<file path="config.mk">
export PLATFORM = sky130hd
export DESIGN_NAME = prog_loader
export DESIGN_NICKNAME = d
export VERILOG_FILES = /design/src/rtl/prog_loader.sv
export SDC_FILE = /design/constraint.sdc
export NUM_CORES = 1
export LEC_CHECK = 0
export CORE_MARGIN = 8
export CORE_UTILIZATION = 29
export DETAILED_ROUTE_END_ITERATION = 6
export PLACE_DENSITY = 0.5
export SLEW_MARGIN = 10
export SYNTH_ARGS = -nofsm -noshare
export SYNTH_HDL_FRONTEND = slang
export SYNTH_SLANG_ARGS = --single-unit
</file>
<file path="constraint.sdc">
create_clock -name clk -period 2.1 [get_ports clk]
set_input_delay 0.42 -clock clk [delete_from_list [all_inputs] [get_ports clk]]
set_output_delay 0.42 -clock clk [all_outputs]
set_load 0.1 [all_outputs]
</file>
<file path="src/rtl/prog_loader.sv">
// prog_loader: boot-time program loader for the single-cycle RISC-V core.
// Takes a host byte stream (16-bit word count N, LSB first, then N
// little-endian 32-bit words) and writes the words into instruction memory
// from word address 0. The core is held in reset until the image is complete.
// Optional feature macro: PROG_LOADER_CHECKSUM_EN appends one XOR checksum
// byte to the stream (XOR of every byte since reset) that must match before
// the core is released.
module prog_loader #(
    parameter int ADDR_WIDTH = 10
) (
    input  logic                  clk,
    input  logic                  rst,
    input  logic                  in_valid,
    input  logic [7:0]            in_data,
    output logic                  in_ready,
    output logic                  imem_we,
    output logic [ADDR_WIDTH-1:0] imem_addr,
    output logic [31:0]           imem_wdata,
    output logic                  core_run,
    output logic                  done,
    output logic                  error
);

    // Largest legal word count: the whole instruction memory.
    localparam logic [16:0] MAX_WORDS = 17'(1) << ADDR_WIDTH;
    localparam logic [ADDR_WIDTH:0] WCNT_ONE = 1;

    typedef enum logic [2:0] {
        LEN_LO,
        LEN_HI,
        DATA,
        RUN,
        ERR
`ifdef PROG_LOADER_CHECKSUM_EN
        , CHK
`endif
    } state_t;

    state_t                state;
    logic [15:0]           len;
    logic [1:0]            byte_cnt;
    logic [23:0]           word_p0;   // bytes 0..2 of the word being assembled
    logic [ADDR_WIDTH:0]   wcnt;      // next word address, one spare bit
    logic                  accept;
`ifdef PROG_LOADER_CHECKSUM_EN
    logic [7:0]            csum;
`endif

    assign accept = in_valid && in_ready;

    // True when the word at index idx is the final word of an N-word image.
    function automatic logic last_word(input logic [ADDR_WIDTH:0] idx,
                                       input logic [15:0]         n);
        return (17'(idx) + 17'd1) == {1'b0, n};
    endfunction

    // Load sequencer: stream parsing, word assembly, memory write strobe and
    // core release, all registered.
    always_ff @(posedge clk or negedge rst) begin
        if (!rst) begin
            state      <= LEN_LO;
            len        <= '0;
            byte_cnt   <= '0;
            word_p0    <= '0;
            wcnt       <= '0;
            in_ready   <= 1'b1;
            imem_we    <= 1'b0;
            imem_addr  <= '0;
            imem_wdata <= '0;
            core_run   <= 1'b0;
            done       <= 1'b0;
            error      <= 1'b0;
`ifdef PROG_LOADER_CHECKSUM_EN
            csum       <= '0;
`endif
        end else begin
            imem_we <= 1'b0;
`ifdef PROG_LOADER_CHECKSUM_EN
            if (accept && state != CHK) begin
                csum <= csum ^ in_data;
            end
`endif
            case (state)
                LEN_LO: begin
                    if (accept) begin
                        len[7:0] <= in_data;
                        state    <= LEN_HI;
                    end
                end
                LEN_HI: begin
                    if (accept) begin
                        len[15:8] <= in_data;
                        if ({1'b0, in_data, len[7:0]} > MAX_WORDS) begin
                            state    <= ERR;
                            error    <= 1'b1;
                            in_ready <= 1'b0;
                        end else if ({in_data, len[7:0]} == 16'd0) begin
`ifdef PROG_LOADER_CHECKSUM_EN
                            state    <= CHK;
`else
                            // Empty image: nothing to write, release at once.
                            state    <= RUN;
                            core_run <= 1'b1;
                            done     <= 1'b1;
                            in_ready <= 1'b0;
`endif
                        end else begin
                            state <= DATA;
                        end
                    end
                end
                DATA: begin
                    if (accept) begin
                        byte_cnt <= byte_cnt + 2'd1;
                        case (byte_cnt)
                            2'd0:    word_p0[7:0]   <= in_data;
                            2'd1:    word_p0[15:8]  <= in_data;
                            2'd2:    word_p0[23:16] <= in_data;
                            default: ;
                        endcase
                        if (byte_cnt == 2'd3) begin
                            imem_we    <= 1'b1;
                            imem_addr  <= wcnt[ADDR_WIDTH-1:0];
                            imem_wdata <= {in_data, word_p0};
                            wcnt       <= wcnt + WCNT_ONE;
                            if (last_word(wcnt, len)) begin
`ifdef PROG_LOADER_CHECKSUM_EN
                                state    <= CHK;
`else
                                // Release waits one cycle in RUN so the
                                // final write lands before the core starts.
                                state    <= RUN;
                                in_ready <= 1'b0;
`endif
                            end
                        end
                    end
                end
`ifdef PROG_LOADER_CHECKSUM_EN
                CHK: begin
                    if (accept) begin
                        in_ready <= 1'b0;
                        if (in_data == csum) begin
                            state    <= RUN;
                            core_run <= 1'b1;
                            done     <= 1'b1;
                        end else begin
                            state <= ERR;
                            error <= 1'b1;
                        end
                    end
                end
`endif
                RUN: begin
                    in_ready <= 1'b0;
                    core_run <= 1'b1;
                    done     <= 1'b1;
                end
                ERR: begin
                    in_ready <= 1'b0;
                end
                default: begin
                    state    <= ERR;
                    error    <= 1'b1;
                    in_ready <= 1'b0;
                end
            endcase
        end
    end

endmodule

</file>
### Word-level counts from Yosys, hierarchy flattened

Index checks and enable logic that the tools add are counted.

| storage, ports and cells | value |
|---|---|
| bits in writable memories | 0 |
| bits of input ports | 11 |
| memories kept | 0 |
| bits in latches | 0 |
| register bits after elaboration | 102 |
| ROM bits | 0 |
| logic and storage cells | 81 |
| output and inout port bits | 47 |

| cells by class | value |
|---|---|
| multiply operators | 0 |
| reductions and logical operators | 18 |
| div/mod/pow operators | 0 |
| shift operators | 0 |
| order comparisons | 1 |
| $add $sub $neg | 3 |
| bitwise operators | 3 |
| equality and inequality tests | 17 |
| muxes and demuxes | 25 |

Operators by type and width:

| kind | count |
|---|---|
| $mux W3 | 6 |
| $eq A12 B16 Y1 | 1 |
| $gt A16 B11 Y1 const B | 1 |
| $logic_not A16 Y1 | 1 |
| $ne A2 B2 Y1 const B | 8 |
| $mux W1 | 15 |
| $reduce_and A3 Y1 | 5 |
| $add A11 B1 Y12 const B | 1 |
| $pmux W3 S4 | 1 |
| $reduce_and A6 Y1 | 2 |
| $add A11 B1 Y11 const B | 1 |
| $eq A3 B2 Y1 const B | 2 |
| $reduce_and A2 Y1 | 3 |
| $eq A2 B2 Y1 const B | 2 |
| $pmux W1 S2 | 2 |
| $reduce_and A4 Y1 | 1 |
| $reduce_or A4 Y1 | 1 |
| $eq A3 B1 Y1 const B | 1 |
| $eq A3 B3 Y1 const B | 1 |
| $logic_not A3 Y1 | 1 |
| $ne A3 B3 Y1 const B | 1 |
| $not A1 Y1 | 3 |
| $pmux W1 S3 | 1 |
| $add A2 B1 Y2 const B | 1 |
| 5 further kinds | 5 |

### Longest topological paths before layout

| logic depth | value |
|---|---|
| word-level depth | 6 |
| gate-level depth with buffers | 8 |
| depth with buffers taken out | 7 |

### Worst setup path after synthesis

OpenSTA, ideal clock, no wires.

| timing path | value |
|---|---|
| kind | reg-to-reg |
| start | register wcnt[0] |
| end | register state[0] |
| library setup time | 86 ps |
| arrival | 2,026 ps |
| stages on the path, launching flop included | 8 |
| required time | 2,014 ps |
| period minus slack after synthesis | 2,112 ps |
| path slack | -12 ps |
| buffers on the path | 0 |
| path through | dfrtp_1 > ha_1 > nand3_2 > or3_1 > o32a_1 > nor4_2 > a311oi_1 > nor3_1 |

| between the ends | value |
|---|---|
| word-level cells in the longest chain between the ends | 4 |

Ends and longest elaborated chain:

| element | line | source |
|---|---|---|
| start: declaration | 43 | `logic [ADDR_WIDTH:0] wcnt;` |
| start signal: assignment | 125 | `wcnt <= wcnt + WCNT_ONE;` |
| $add A11 B1 Y12 | 54 | `return (17'(idx) + 17'd1) == {1'b0, n};` |
| $eq A12 B16 Y1 | 54 |  |
| $ne A2 B2 Y1 (no line) | - |  |
| $reduce_and A6 Y1 (no line) | - |  |
| end signal: assignment | 61 | `state <= LEN_LO;` |
| end signal: assignment | 87 | `state <= LEN_HI;` |
| end signal: assignment | 94 | `state <= ERR;` |
| end: declaration | 39 | `state_t state;` |

Every way passes these cells.
A chain may end at the register's enable or synchronous reset.

### Final worst setup path

| timing path | value |
|---|---|
| start | register wcnt[1] |
| end | register state[0] |

The elaborated chain is that of the path after synthesis.

==> results.toml <==
[yosys]
syn_area_mm2 = 0.00441
netlist_top_cells_area = "dfrtp_1, mux2_2, nand2_1, xnor2_1, ha_1"
yosys.area.top_type = "dfrtp_1"
synth_seq_cells = 102
avgSynthCellArea_um2 = 11.5
yosys-top-cells-count = "dfrtp_1, nand2_1, mux2_2"
synthesis.nets = 399
yosysSeqAreaShare_pct = 57.9
synth_flop_cell = "dfrtp_1"
synth.most_common_cell = "dfrtp_1"
yosys.cell_types.count = 48
synth_top_area_share_pct = 57.3
postSynthCellCount = 383
synth_edf_count = 0
ys_async_sr_fraction_pct = 100
synth_warnings = 0

[timing]
rsz0062_at_grt = "true"
skew_ps = 7.90
post-route-min-period_ps = 2040
relSlewSlack_pct = 71.7
setup_viol = 0
fin_hold_ws_ps = 467
worst_pin_slew_ps = 423
finalHoldViolCount = 0
fmax_mhz = 490
setup_slack_ps = 59.7
drv_slew = 0
fin_crit_sh_pct = 97.2

[setup_path]
worst-setup-path-type = "flop to flop"
worstPathArrival_ps = 2300
end_kind = "flop"
cp.required_ps = 2360
reg2reg_slack_ps = 60
cp_max_fo = 2
start_kind = "flop"

[cts]
numCtsBuffers = 9
insertion_delay_ps = 350
htreeDepth = 3
cts_tree = "yes"
cts.reportedPaths.clkPinSlew_ps = 70
cts_root_buf = "clkbuf_16"
cts_buffer_depth = 2
cts.sinks = 102

[power_and_ir_drop]
powerDensity_mw_per_mm2 = 678
cellLeakagePower_nw = 2.90
finalPower_mw = 3.85
pwr-share-clk_pct = 46.3
seq_power_share_pct = 51.0
netSwitchingFraction_pct = 22.4
p_int_mw = 2.99
pwr-share-comb_pct = 2.7
power.switching_mw = 0.862
peakVddDrop_mv = 0.372

[route]
wl_per_cell_um = 15.7
drc = 0
drt_iter0_markers = 158
dr.pass1.iters = 5
routed_wl_um = 10500
via_count = 3102
antenna_left = 0
drt-vias-per-instance = 4.66

[placement]
hpwlAfterDp_um = 7600
dp.cells = 648
portBuffers = 57
pre_cts_slack_ps = 1.29
gp_congestion = 0.814

[finish]
antenna_cells = 0
nets = 488
area_growth_pct = 28.7
drive_gt1_share_pct = 35.6
finalNonFillerCells = 665
fillers = 1480
final_core_util_pct = 37.8

[min_path]
hold_class = "flop to flop"

[global_routing]
grt_max_degree = 46
antenna_found_initial = 0
overflow = 0
grt_usage_pct = 11.3
grt_pass1_vias = 3400
grt_pass1_wl_um = 17500

[floorplan]
die_y_um = 139
floorplan.die_area_mm2 = 0.0194
initial_core_util_pct = 29.4
die_w_um = 139
core_region_area_mm2 = 0.0150
pin_count = 58
core.rowCount = 45

[flow_run]
drv_cap = 0

[run_status]
outcome = "complete, no violations"
## power groups by stage
stage	registers (mW)	logic, mW	clock network [mW]
6_report	1.96	0.106	1.78
3_5_place_dp	2.00	0.110	0
4_1_cts	1.96	0.111	1.85
3_3_place_gp	2.00	0.108	0
2_1_floorplan	2.00	0.00744	0
5_1_grt	1.96	0.118	1.91
## metal layers
metal	part of all wire, %	track usage [%]
met1	47	14.4
met2	47	17.9
met3	4.2	2.63
met4	1.5	4.97
met5	0	0
## critical path, cell delays in order, from the launching register on
cell	delay, ps
dfrtp_1	410
ha_4	260
xnor2_1	160
nand4_1	100
or3_1	330
nor4_2	280
buf_4	160
a311oi_2	80
nor3_1	170
## cell usage in the layout, fill, tap and decap left out, drive strengths merged, types with 2 or more instances in the layout
cell type,instances
a21o,2
a31oi,3
and2,2
buf,83
clkbuf,10
clkdlybuf4s50,9
dfrtp,101
ha,5
inv,13
mux2,57
nand2,93
nand2b,2
nand3,3
nand4,3
nor2,13
nor3,10
nor4,10
o21ai,6
o22ai,3
or3,5
or3b,2
xnor2,15
xor2,7
## state kept, by name (all words and copies together) (netlist names)
signal      count
error           1
imem_we         1
word_p0        24
wcnt           11
in_ready        1
state           3
byte_cnt        2
imem_addr      10
len            16
imem_wdata     32
done            1
## path summary, 6_finish.rpt
kind	start	to	depth (start not counted)
worst max-delay path	wcnt[1]	state[0]	8
max in group asynchronous	rst	in_ready	3
worst min register to register	word_p0[12]	imem_wdata[12]	2
worst min-delay path	word_p0[12]	imem_wdata[12]	2
min in group asynchronous	rst	imem_wdata[20]	2
worst max register to register	wcnt[1]	state[0]	8
## final cells by class
| class | instances | area [um2] | area share, % |
|---|---|---|---|
| repair buffers | 93 | 761 | 13.4 |
| multi-input cells | 258 | 1780 | 31.3 |
| well taps | 188 | 235 | 4.14 |
| flip-flops and latches | 102 | 2550 | 45.0 |
| clock buffers | 10 | 239 | 4.21 |
| inverters | 8 | 30.0 | 0.529 |
| clock inverters | 6 | 81.3 | 1.43 |
## kinds of logic (layout without fill, tap and decap cells)
| kind of cell | after synthesis | in the layout | synth area share, % |
|---|---|---|---|
| AOI/OAI and AO/OA | 25 | 25 | 3.94 |
| buffers and inverters | 23 | 117 | 2.24 |
| DFF | 102 | 102 | 57.9 |
| and+or+nand+nor | 148 | 148 | 15.4 |
| xor gates and xnor gates | 22 | 22 | 4.37 |
| muxes | 57 | 57 | 14.5 |
| adders and majority gates | 6 | 6 | 1.64 |
## timing repair
action,CTS,global route
hold buffers,1,0
setup endpoints to repair,2,2
hold endpoints to repair,21,0
gates cloned,0,0
buffers inserted,1,0
pin swaps,6,6
gates resized for setup,1,1
## stage by stage
step | instance area (um2) | setup TNS [ps]
2_1_floorplan | 4420 | 0
3_3_place_gp | 5330 | 0
3_5_place_dp | 5330 | 0
4_1_cts | 5680 | -8.09
5_1_grt | 5680 | -138
6_report | 5680 | 0
(Power assumes the default switching activity.)
